--- config.mk ---
export PLATFORM = sky130hd
export DESIGN_NAME = life_cell_flat
export DESIGN_NICKNAME = d
export VERILOG_FILES = /design/src/rtl/life_pkg.sv /design/src/rtl/life_cell_if.sv /design/src/rtl/life_cell_nbr_rule.sv /design/src/rtl/life_cell.sv /design/src/flat_wrapper.sv
export SDC_FILE = /design/constraint.sdc
export NUM_CORES = 1
export LEC_CHECK = 0
export CORE_ASPECT_RATIO = 0.6
export CORE_UTILIZATION = 25
export CTS_CLUSTER_SIZE = 14
export DETAILED_ROUTE_END_ITERATION = 7
export GPL_ROUTABILITY_DRIVEN = 1
export PLACE_DENSITY = 0.52
export RECOVER_POWER = 50
export SLEW_MARGIN = 30
export SYNTH_ARGS = -nofsm -noshare
export SYNTH_HDL_FRONTEND = slang
export SYNTH_HIERARCHICAL = 1
export SYNTH_SLANG_ARGS = --single-unit
export TNS_END_PERCENT = 5
--- constraint.sdc ---
create_clock -name clk -period 2.4 [get_ports clk]
set_clock_uncertainty 0.1 [all_clocks]
set_input_delay 0.72 -clock clk [delete_from_list [all_inputs] [get_ports clk]]
set_output_delay 0.72 -clock clk [all_outputs]
set_load 0.01 [all_outputs]
--- src/rtl/life_pkg.sv ---
// Shared types and rule constants for the Game-of-Life cell array.
package life_pkg;
  typedef enum logic [1:0] {CELL_EDIT, CELL_RUN, CELL_STABLE} cell_state_e;

  localparam int NBR_W       = 4;
  localparam int NBR_N       = 8;
  localparam int BIRTH_CNT   = 3;
  localparam int SURVIVE_CNT = 2;
endpackage

--- src/rtl/life_cell_if.sv ---
// Cell-side bundle: neighbour bits and board controls in, cell state out.
interface life_cell_if #(parameter int AGE_W = 4) ();
  logic             l, la, a, ra, r, rb, b, lb;
  logic             run, tick, seed_we, seed_val, clear;
  logic             alive, changed, stable;
  logic [AGE_W-1:0] age;

  modport master (output l, la, a, ra, r, rb, b, lb, run, tick, seed_we, seed_val, clear,
                  input  alive, age, changed, stable);
  modport slave  (input  l, la, a, ra, r, rb, b, lb, run, tick, seed_we, seed_val, clear,
                  output alive, age, changed, stable);
endinterface

--- src/rtl/life_cell_nbr_rule.sv ---
// Combinational B3/S23 rule: neighbour population count and next live state.
module nbr_rule
  import life_pkg::*;
(
  input  logic [NBR_N-1:0] nbr,
  input  logic             alive,
  output logic [NBR_W-1:0] cnt,
  output logic             nxt
);
  always_comb begin
    cnt = '0;
    for (int i = 0; i < NBR_N; i++) cnt = cnt + NBR_W'(nbr[i]);
  end

  assign nxt = (cnt == NBR_W'(BIRTH_CNT)) | (alive & (cnt == NBR_W'(SURVIVE_CNT)));
endmodule

--- src/rtl/life_cell.sv ---
// One Game-of-Life cell with seed/edit mode, saturating age, change flag and
// a stability FSM the board controller polls to detect a settled pattern.
module life_cell
  import life_pkg::*;
#(
  parameter bit SEED        = 1'b0,
  parameter int AGE_W       = 4,
  parameter int STABLE_GENS = 3
) (
  input  logic         clk,
  input  logic         reset_n,
  life_cell_if.slave   io
);
  localparam int               SCNT_W  = $clog2(STABLE_GENS + 1);
  localparam logic [AGE_W-1:0] AGE_MAX = {AGE_W{1'b1}};

  cell_state_e       state_q, state_d;
  logic              alive_q, alive_d, changed_q, changed_d;
  logic [AGE_W-1:0]  age_q, age_d;
  logic [SCNT_W-1:0] scnt_q, scnt_d;
  logic [NBR_W-1:0]  cnt;
  logic              nxt, flip, evolving;

  nbr_rule u_rule (
    .nbr   ({io.l, io.la, io.a, io.ra, io.r, io.rb, io.b, io.lb}),
    .alive (alive_q),
    .cnt   (cnt),
    .nxt   (nxt)
  );

  assign evolving = (state_q != CELL_EDIT);
  assign flip     = (nxt != alive_q);

  always_ff @(posedge clk or negedge reset_n) begin
    if (!reset_n) begin
      state_q   <= CELL_EDIT;
      alive_q   <= SEED;
      age_q     <= '0;
      changed_q <= 1'b0;
      scnt_q    <= '0;
    end else begin
      state_q   <= state_d;
      alive_q   <= alive_d;
      age_q     <= age_d;
      changed_q <= changed_d;
      scnt_q    <= scnt_d;
    end
  end

  always_comb begin
    state_d   = state_q;
    alive_d   = alive_q;
    age_d     = age_q;
    changed_d = changed_q;
    scnt_d    = scnt_q;
    assert (cnt <= NBR_W'(NBR_N));
    if (io.clear) begin
      alive_d   = SEED;
      age_d     = '0;
      changed_d = 1'b0;
      scnt_d    = '0;
      state_d   = io.run ? CELL_RUN : CELL_EDIT;
    end else begin
      if (evolving && io.tick) begin
        alive_d   = nxt;
        changed_d = flip;
        if (!nxt || !alive_q)     age_d = '0;
        else if (age_q != AGE_MAX) age_d = age_q + AGE_W'(1);
        if (flip)                                 scnt_d = '0;
        else if (scnt_q != SCNT_W'(STABLE_GENS))  scnt_d = scnt_q + SCNT_W'(1);
      end else if (!evolving && io.seed_we) begin
        alive_d   = io.seed_val;
        age_d     = '0;
        changed_d = 1'b0;
        scnt_d    = '0;
      end
      case (state_q)
        CELL_EDIT:   if (io.run) state_d = CELL_RUN;
        CELL_RUN:    if (io.tick && !flip && scnt_q == SCNT_W'(STABLE_GENS - 1)) state_d = CELL_STABLE;
        CELL_STABLE: if (io.tick && flip) state_d = CELL_RUN;
        default:     state_d = CELL_EDIT;
      endcase
      // Leaving evolution drops history but keeps the pattern and its ages.
      if (!io.run) begin
        state_d = CELL_EDIT;
        if (evolving) begin
          changed_d = 1'b0;
          scnt_d    = '0;
        end
      end
    end
  end

  assign io.alive   = alive_q;
  assign io.age     = age_q;
  assign io.changed = changed_q;
  assign io.stable  = (state_q == CELL_STABLE);
endmodule

--- src/flat_wrapper.sv ---
// flat-port wrapper written by rule: the top's interface ports become plain ports
module life_cell_flat import life_pkg::*;
#(
  parameter bit SEED        = 1'b0,
  parameter int AGE_W       = 4,
  parameter int STABLE_GENS = 3
)
  (clk, reset_n, io_l, io_la, io_a, io_ra, io_r, io_rb, io_b, io_lb, io_run, io_tick, io_seed_we, io_seed_val, io_clear, io_alive, io_age, io_changed, io_stable);
  life_cell_if #(.AGE_W(AGE_W)) io_i ();
  input  logic clk;
  input  logic reset_n;
  input wire logic [$bits(io_i.l)-1:0] io_l;
  input wire logic [$bits(io_i.la)-1:0] io_la;
  input wire logic [$bits(io_i.a)-1:0] io_a;
  input wire logic [$bits(io_i.ra)-1:0] io_ra;
  input wire logic [$bits(io_i.r)-1:0] io_r;
  input wire logic [$bits(io_i.rb)-1:0] io_rb;
  input wire logic [$bits(io_i.b)-1:0] io_b;
  input wire logic [$bits(io_i.lb)-1:0] io_lb;
  input wire logic [$bits(io_i.run)-1:0] io_run;
  input wire logic [$bits(io_i.tick)-1:0] io_tick;
  input wire logic [$bits(io_i.seed_we)-1:0] io_seed_we;
  input wire logic [$bits(io_i.seed_val)-1:0] io_seed_val;
  input wire logic [$bits(io_i.clear)-1:0] io_clear;
  output wire logic [$bits(io_i.alive)-1:0] io_alive;
  output wire logic [$bits(io_i.age)-1:0] io_age;
  output wire logic [$bits(io_i.changed)-1:0] io_changed;
  output wire logic [$bits(io_i.stable)-1:0] io_stable;
  assign io_i.l = io_l;
  assign io_i.la = io_la;
  assign io_i.a = io_a;
  assign io_i.ra = io_ra;
  assign io_i.r = io_r;
  assign io_i.rb = io_rb;
  assign io_i.b = io_b;
  assign io_i.lb = io_lb;
  assign io_i.run = io_run;
  assign io_i.tick = io_tick;
  assign io_i.seed_we = io_seed_we;
  assign io_i.seed_val = io_seed_val;
  assign io_i.clear = io_clear;
  assign io_alive = io_i.alive;
  assign io_age = io_i.age;
  assign io_changed = io_i.changed;
  assign io_stable = io_i.stable;
  life_cell #(.SEED(SEED), .AGE_W(AGE_W), .STABLE_GENS(STABLE_GENS)) u_core (.clk(clk), .reset_n(reset_n), .io(io_i));
endmodule
==> results of run 1 <==
-- worst min-delay path by stage --
stage / to / slack [ps] / start
after CTS: u_core/io.age[1]$_DFFE_PN0P_ / 490 / u_core/io.age[1]$_DFFE_PN0P_
after global placement: u_core/scnt_q[1]$_DFF_PN0_ / 440 / u_core/scnt_q[1]$_DFF_PN0_
after global routing: u_core/io.age[1]$_DFFE_PN0P_ / 520 / u_core/io.age[1]$_DFFE_PN0P_
final: u_core/io.age[1]$_DFFE_PN0P_ / 480 / u_core/io.age[1]$_DFFE_PN0P_
after detailed placement: u_core/io.age[1]$_DFFE_PN0P_ / 470 / u_core/io.age[1]$_DFFE_PN0P_
after floorplan: u_core/io.age[0]$_DFFE_PN0P_ / 320 / reset_n
-- sequential cells by signal, indices dropped and copies added (netlist names) --
| register | flops |
|---|---|
| u_core/io.age | 4 |
| u_core/state_q | 2 |
| u_core/io.alive | 1 |
| u_core/scnt_q | 2 |
| u_core/io.changed | 1 |
-- metrics by stage --
| stage | power (mW) | instance area [sq um] | setup WS (ps) | setup TNS [ps] | cells |
|---|---|---|---|---|---|
| after floorplan | 0.2852 | 747.0 | -1841 | -15870 | 77 |
| after global placement | 0.3636 | 1045 | -2477 | -22630 | 143 |
| after detailed placement | 0.3681 | 1045 | -2531 | -23100 | 143 |
| after CTS | 0.5890 | 1127 | -1903 | -17130 | 147 |
| after global routing | 0.6359 | 1157 | -1916 | -17040 | 148 |
| final | 0.5928 | 1157 | -1789 | -15870 | 148 |
-- area by class of cell --
class	count	area [sq um]	share of cell area
multi-input cells	58	518.0	0.4476
repair buffers	28	264.0	0.2281
inverters	9	33.78	0.02919
well taps	40	50.05	0.04324
flip-flops and latches	10	250.2	0.2162
clock buffers	3	41.29	0.03568
-- power by group through the flow --
stage               clock [mW]  combinational (mW)  sequential (mW)
finish                   0.169               0.241            0.183
global route             0.186               0.266            0.183
global placement             0               0.180            0.183
CTS                      0.180               0.226            0.182
detailed placement           0               0.184            0.184
floorplan                    0               0.102            0.183
-- per-layer routing --
metal	vias up	part of all wire	wire, um
met4	0	0	0
met2	9	0.45	818
met3	0	0.039	72
met5	-	0	0
met1	313	0.51	946
li1	333	-	-
-- critical path: cells and delay by family --
family / cells / cell delay (ps)
AOI/OAI and AO/OA: 3 / 320
adders and majority gates: 6 / 2460
and+or+nand+nor: 2 / 500
buffers and inverters: 3 / 190
-- repair_timing --
action | in CTS | in global routing
pin swaps | 11 | 11
endpoints found under the setup margin | 10 | 10
setup buffers | 1 | 1
gates resized for setup | 26 | 5
-- cell usage in the layout, fill, tap and decap left out, types with 3 or more instances in the layout --
master	n
clkdlybuf4s50_1	17
dfrtp_1	10
inv_1	8
nand2_1	6
buf_4	6
a21oi_1	4
ha_1	4
clkbuf_8	3
buf_6	3
o21ai_1	3
o21ai_0	3
nor2_1	3
fa_1	3
==> results.cfg, run 1 <==
[drt]
dr.pass1.iters = 4
num_vias = 655
routed_wl_mm = 1.837
drc = 0
routed_via_density = 4.426
ant_nets = 0
drt_iter0_markers = 16
wl_per_cell_um = 12.41

[pwr]
intPower_uw = 415.6
seqPwrFrac = 0.308
ir_worst_vdd_mv = 0.2229
p_comb_frac = 0.406
p_sw_uw = 177.2
cellLeakagePower_nw = 0.5033
pwr-share-clk = 0.286
switching_share = 0.2989
power_density_nw_per_um2 = 512.2

[timing]
worst_slack_ps = -1789
finalCriticalPeriod_ps = 4189
final_max_slew_viol_count = 0
worstMarginPinSlew_ps = 484.1
grt_setup_unrepaired = yes
fin_crit_sh = 1.746
hold_ws_ps = 483.8
slew_headroom = 0.6762
hold_viol_final = 0
timing.fmax_mhz = 238.7
finalSetupViolations = 10

[clock_network]
cts_root_buf = clkbuf_8
cts.sinks = 10
h-tree-depth = 1
insertion_delay_ps = 230
cts_tree = yes
clock_path_buffers = 2
cts_buffers = 3
hold_buffers = 0
clk_pin_slew_worst_paths_ps = 50

[global_route]
use_met3 = 0.05011
grt_max_degree = 11
antenna_found_initial = 0
met2_usage = 0.1888
met1_usage = 0.1749
track_usage = 0.1304
first_global_vias = 622
grt_first_pass_wirelength_mm = 2.939
grt.busiest_layer = met2
grt_overflow_total = 0

[floorplan]
die-area_sq_um = 3218
core_area_sq_um = 2663
die_w_um = 72.57
io_pins = 22
start_util = 0.2805
die_h_um = 44.34
rows = 14

[placement]
port-buffer-count = 21
gp_congestion = 0.7387
dp_hpwl_mm = 1.454

[status]
outcome = finished with violations
violations = negative setup slack

[synth]
synth_area_per_cell_sq_um = 9.701
post_synth_instance_area_sq_um = 747.0
synthCells = 77
syn_nets = 101
yosys_warnings = 6

[worst_setup_path]
crit_start = io_lb
cpMostUsedCell = fa_1
start_kind = input port
crit_type = input port to flop
critical-path-max-stage-delay_ps = 520
worst_ep_required_time_ps = 2420
rrSetupSlack_ps = 610
r2r_end = u_core/state_q[0]$_DFFE_PN0P_
rr_startpoint = u_core/io.alive$_DFFE_PN0P_
critPathCapture = u_core/state_q[0]$_DFFE_PN0P_
end_kind = flop
crit_slowest_cell = fa_1
r2r_cells = 6
path_max_fanout = 2
path_cells = buf_6 -> fa_1 -> inv_1 -> fa_1 -> fa_1 -> inv_2 -> ha_4 -> fa_2 -> o21ai_2 -> a211oi_2 -> ha_1 -> nor4bb_4 -> o21ai_1 -> and3_1
crit_arrival_ps = 4210

[hold_path]
holdPathStages = 1
hold_class = flop to flop

[final_layout]
area_delta_synth_final_pct = 54.94
diodes = 0
drive_above_1_share = 0.2500
fin_util = 0.4347
n_fill_cell = 278
nets = 134

[flow_run]
maxCapViolCount = 0
Power figures use the tool's default switching activity.
==> run 2: changes to the inputs <==
Settings changed: CTS_CLUSTER_DIAMETER set to 100.
==> results of run 2 <==
No change in the layout: final DEF, timing and power equal those of run 1.
==> run 3: changes to the inputs <==
Settings changed: CORE_ASPECT_RATIO 0.6 to not set, SKIP_CTS_REPAIR_TIMING set to 1.
==> run 3 against run 2 <==
The run ends with design-rule violations, negative setup slack left; design area shrank 6.3%; via count grew 0.92%; highest routed layer unchanged; combinational power shrank 17%; global-route usage shrank 1.4 points.
==> results.cfg, run 3 (synthesized netlist as in run 1, its figures left out) <==
[timing]
hold_viol_final = 0
worstMarginPinSlew_ps = 502.0
finalSetupViolations = 10
grt_setup_unrepaired = yes
finalCriticalPeriod_ps = 4281
fin_crit_sh = 1.784
slew_headroom = 0.6631
timing.fmax_mhz = 233.6
worst_slack_ps = -1881
final_max_slew_viol_count = 0

[pwr]
power_density_nw_per_um2 = 490.7
ir_worst_vdd_mv = 0.3233
power.total_uw = 532.4
cellLeakagePower_nw = 0.4879

[worst_setup_path]
end_kind = flop
r2r_end = u_core/state_q[0]$_DFFE_PN0P_
rrSetupSlack_ps = 580
crit_type = input port to flop
worst_ep_required_time_ps = 2460
crit_arrival_ps = 4340
path_max_fanout = 2
r2r_cells = 6
rr_startpoint = u_core/io.alive$_DFFE_PN0P_
path_cells = buf_6 -> fa_1 -> inv_2 -> fa_1 -> fa_1 -> inv_1 -> ha_2 -> fa_1 -> o21ai_1 -> a211oi_2 -> ha_1 -> nor4bb_2 -> o21ai_1 -> and3_1
start_kind = input port
crit_slowest_cell = fa_1
critical-path-max-stage-delay_ps = 540
cpMostUsedCell = fa_1

[global_route]
antenna_found_initial = 0
track_usage = 0.1168
grt_overflow_total = 0
grt_max_degree = 11
grt_first_pass_wirelength_mm = 2.891
first_global_vias = 654

[floorplan]
start_util = 0.2663
die_w_um = 56.66
core_area_sq_um = 2805
rows = 19
io_pins = 22
die_h_um = 56.66
die-area_sq_um = 3210

[clock_network]
clk_pin_slew_worst_paths_ps = 70
h-tree-depth = 1
insertion_delay_ps = 260
cts_buffers = 3
cts_tree = yes
clock_path_buffers = 2
cts.sinks = 10
cts_root_buf = clkbuf_4

[drt]
drc = 4
drt_iter0_markers = 24
wl_per_cell_um = 12.01
dr.pass1.iters = 7
routed_via_density = 4.860
ant_nets = 0
routed_wl_mm = 1.633
num_vias = 661

[placement]
dp_cells = 131
gp_congestion = 0.6946
dp_hpwl_mm = 1.310
placed_area_sq_um = 1011
port-buffer-count = 21

[final_layout]
drive_above_1_share = 0.2190
largest_reg_flops = 4
fin_area_sq_um = 1085
layout.cells.non_filler = 136
area_delta_synth_final_pct = 45.23
diodes = 0
nets = 130
final_cell_mix = clkdlybuf4s50_1 (17), dfrtp_1 (10), inv_1 (8), nand2_1 (6), a21oi_1 (5)
final_common_cell = clkdlybuf4s50_1

[status]
violations = design-rule violations, negative setup slack
outcome = finished with violations

[hold_path]
hold_class = flop to flop
hp-start = u_core/scnt_q[1]$_DFF_PN0_
worstHoldEndpoint = u_core/scnt_q[1]$_DFF_PN0_
holdPathStages = 2

[flow_run]
maxCapViolCount = 0
-- run 3: cell types whose count changed in the layout (fill, tap and decap cells not counted), sizes merged --
cell and delta:
buf -6, dlymetal6s2s +1, clkbuf +2
-- run 3: power by group --
part	leakage, nW	switching [mW]	internal [mW]
registers	0.136	0.00633	0.174
clock network	0.0210	0.0594	0.0921
logic	0.331	0.0950	0.106
total	0.488	0.161	0.372
-- run 3: critical path, delay by kind of cell --
family,cells,cell delay [ps]
buffers and inverters,3,180
AND/OR/NAND/NOR,2,500
AO/OA/AOI/OAI,3,410
adder cells (fa/ha/maj),6,2510
-- run 3: worst max path at each step --
stage	slack [ps]	end	startpoint	cells past startpoint
2_1_floorplan	-1840	u_core/state_q[0]$_DFFE_PN0P_	io_lb	13
3_3_place_gp	-2410	u_core/state_q[0]$_DFFE_PN0P_	io_lb	14
3_5_place_dp	-2510	u_core/state_q[0]$_DFFE_PN0P_	io_lb	14
4_1_cts	-2220	u_core/state_q[0]$_DFFE_PN0P_	io_lb	14
5_1_grt	-2060	u_core/state_q[0]$_DFFE_PN0P_	io_r	14
6_report	-1880	u_core/state_q[0]$_DFFE_PN0P_	io_r	14
-- run 3: metrics by stage --
step	utilization	TNS, ps	hold WS (ps)	setup WS [ps]
after floorplan	-	-15870	324.4	-1841
after global placement	0.3604	-22410	447.6	-2414
after detailed placement	0.3604	-22930	455.7	-2510
after CTS	0.3733	-20110	469.6	-2216
after global routing	0.3867	-18600	521.9	-2057
final	0.3867	-16680	477.3	-1881
-- run 3: final cells by class --
| class | count | area (sq um) |
|---|---|---|
| Timing Repair Buffer | 24 | 231.5 |
| Sequential cell | 10 | 250.2 |
| Inverter | 9 | 33.78 |
| Tap cell | 31 | 38.79 |
| Multi-Input combinational cell | 58 | 494.2 |
| Fill cell | 287 | 1720 |
| Clock buffer | 4 | 36.28 |
-- run 3: metal layers --
layer  part of all wire  vias up  track usage
met5                  0        -            0
met2               0.45       27       0.1786
li1                   -      328            -
met3              0.073        0      0.02765
met4                  0        0      0.05357
met1               0.47      306       0.1549
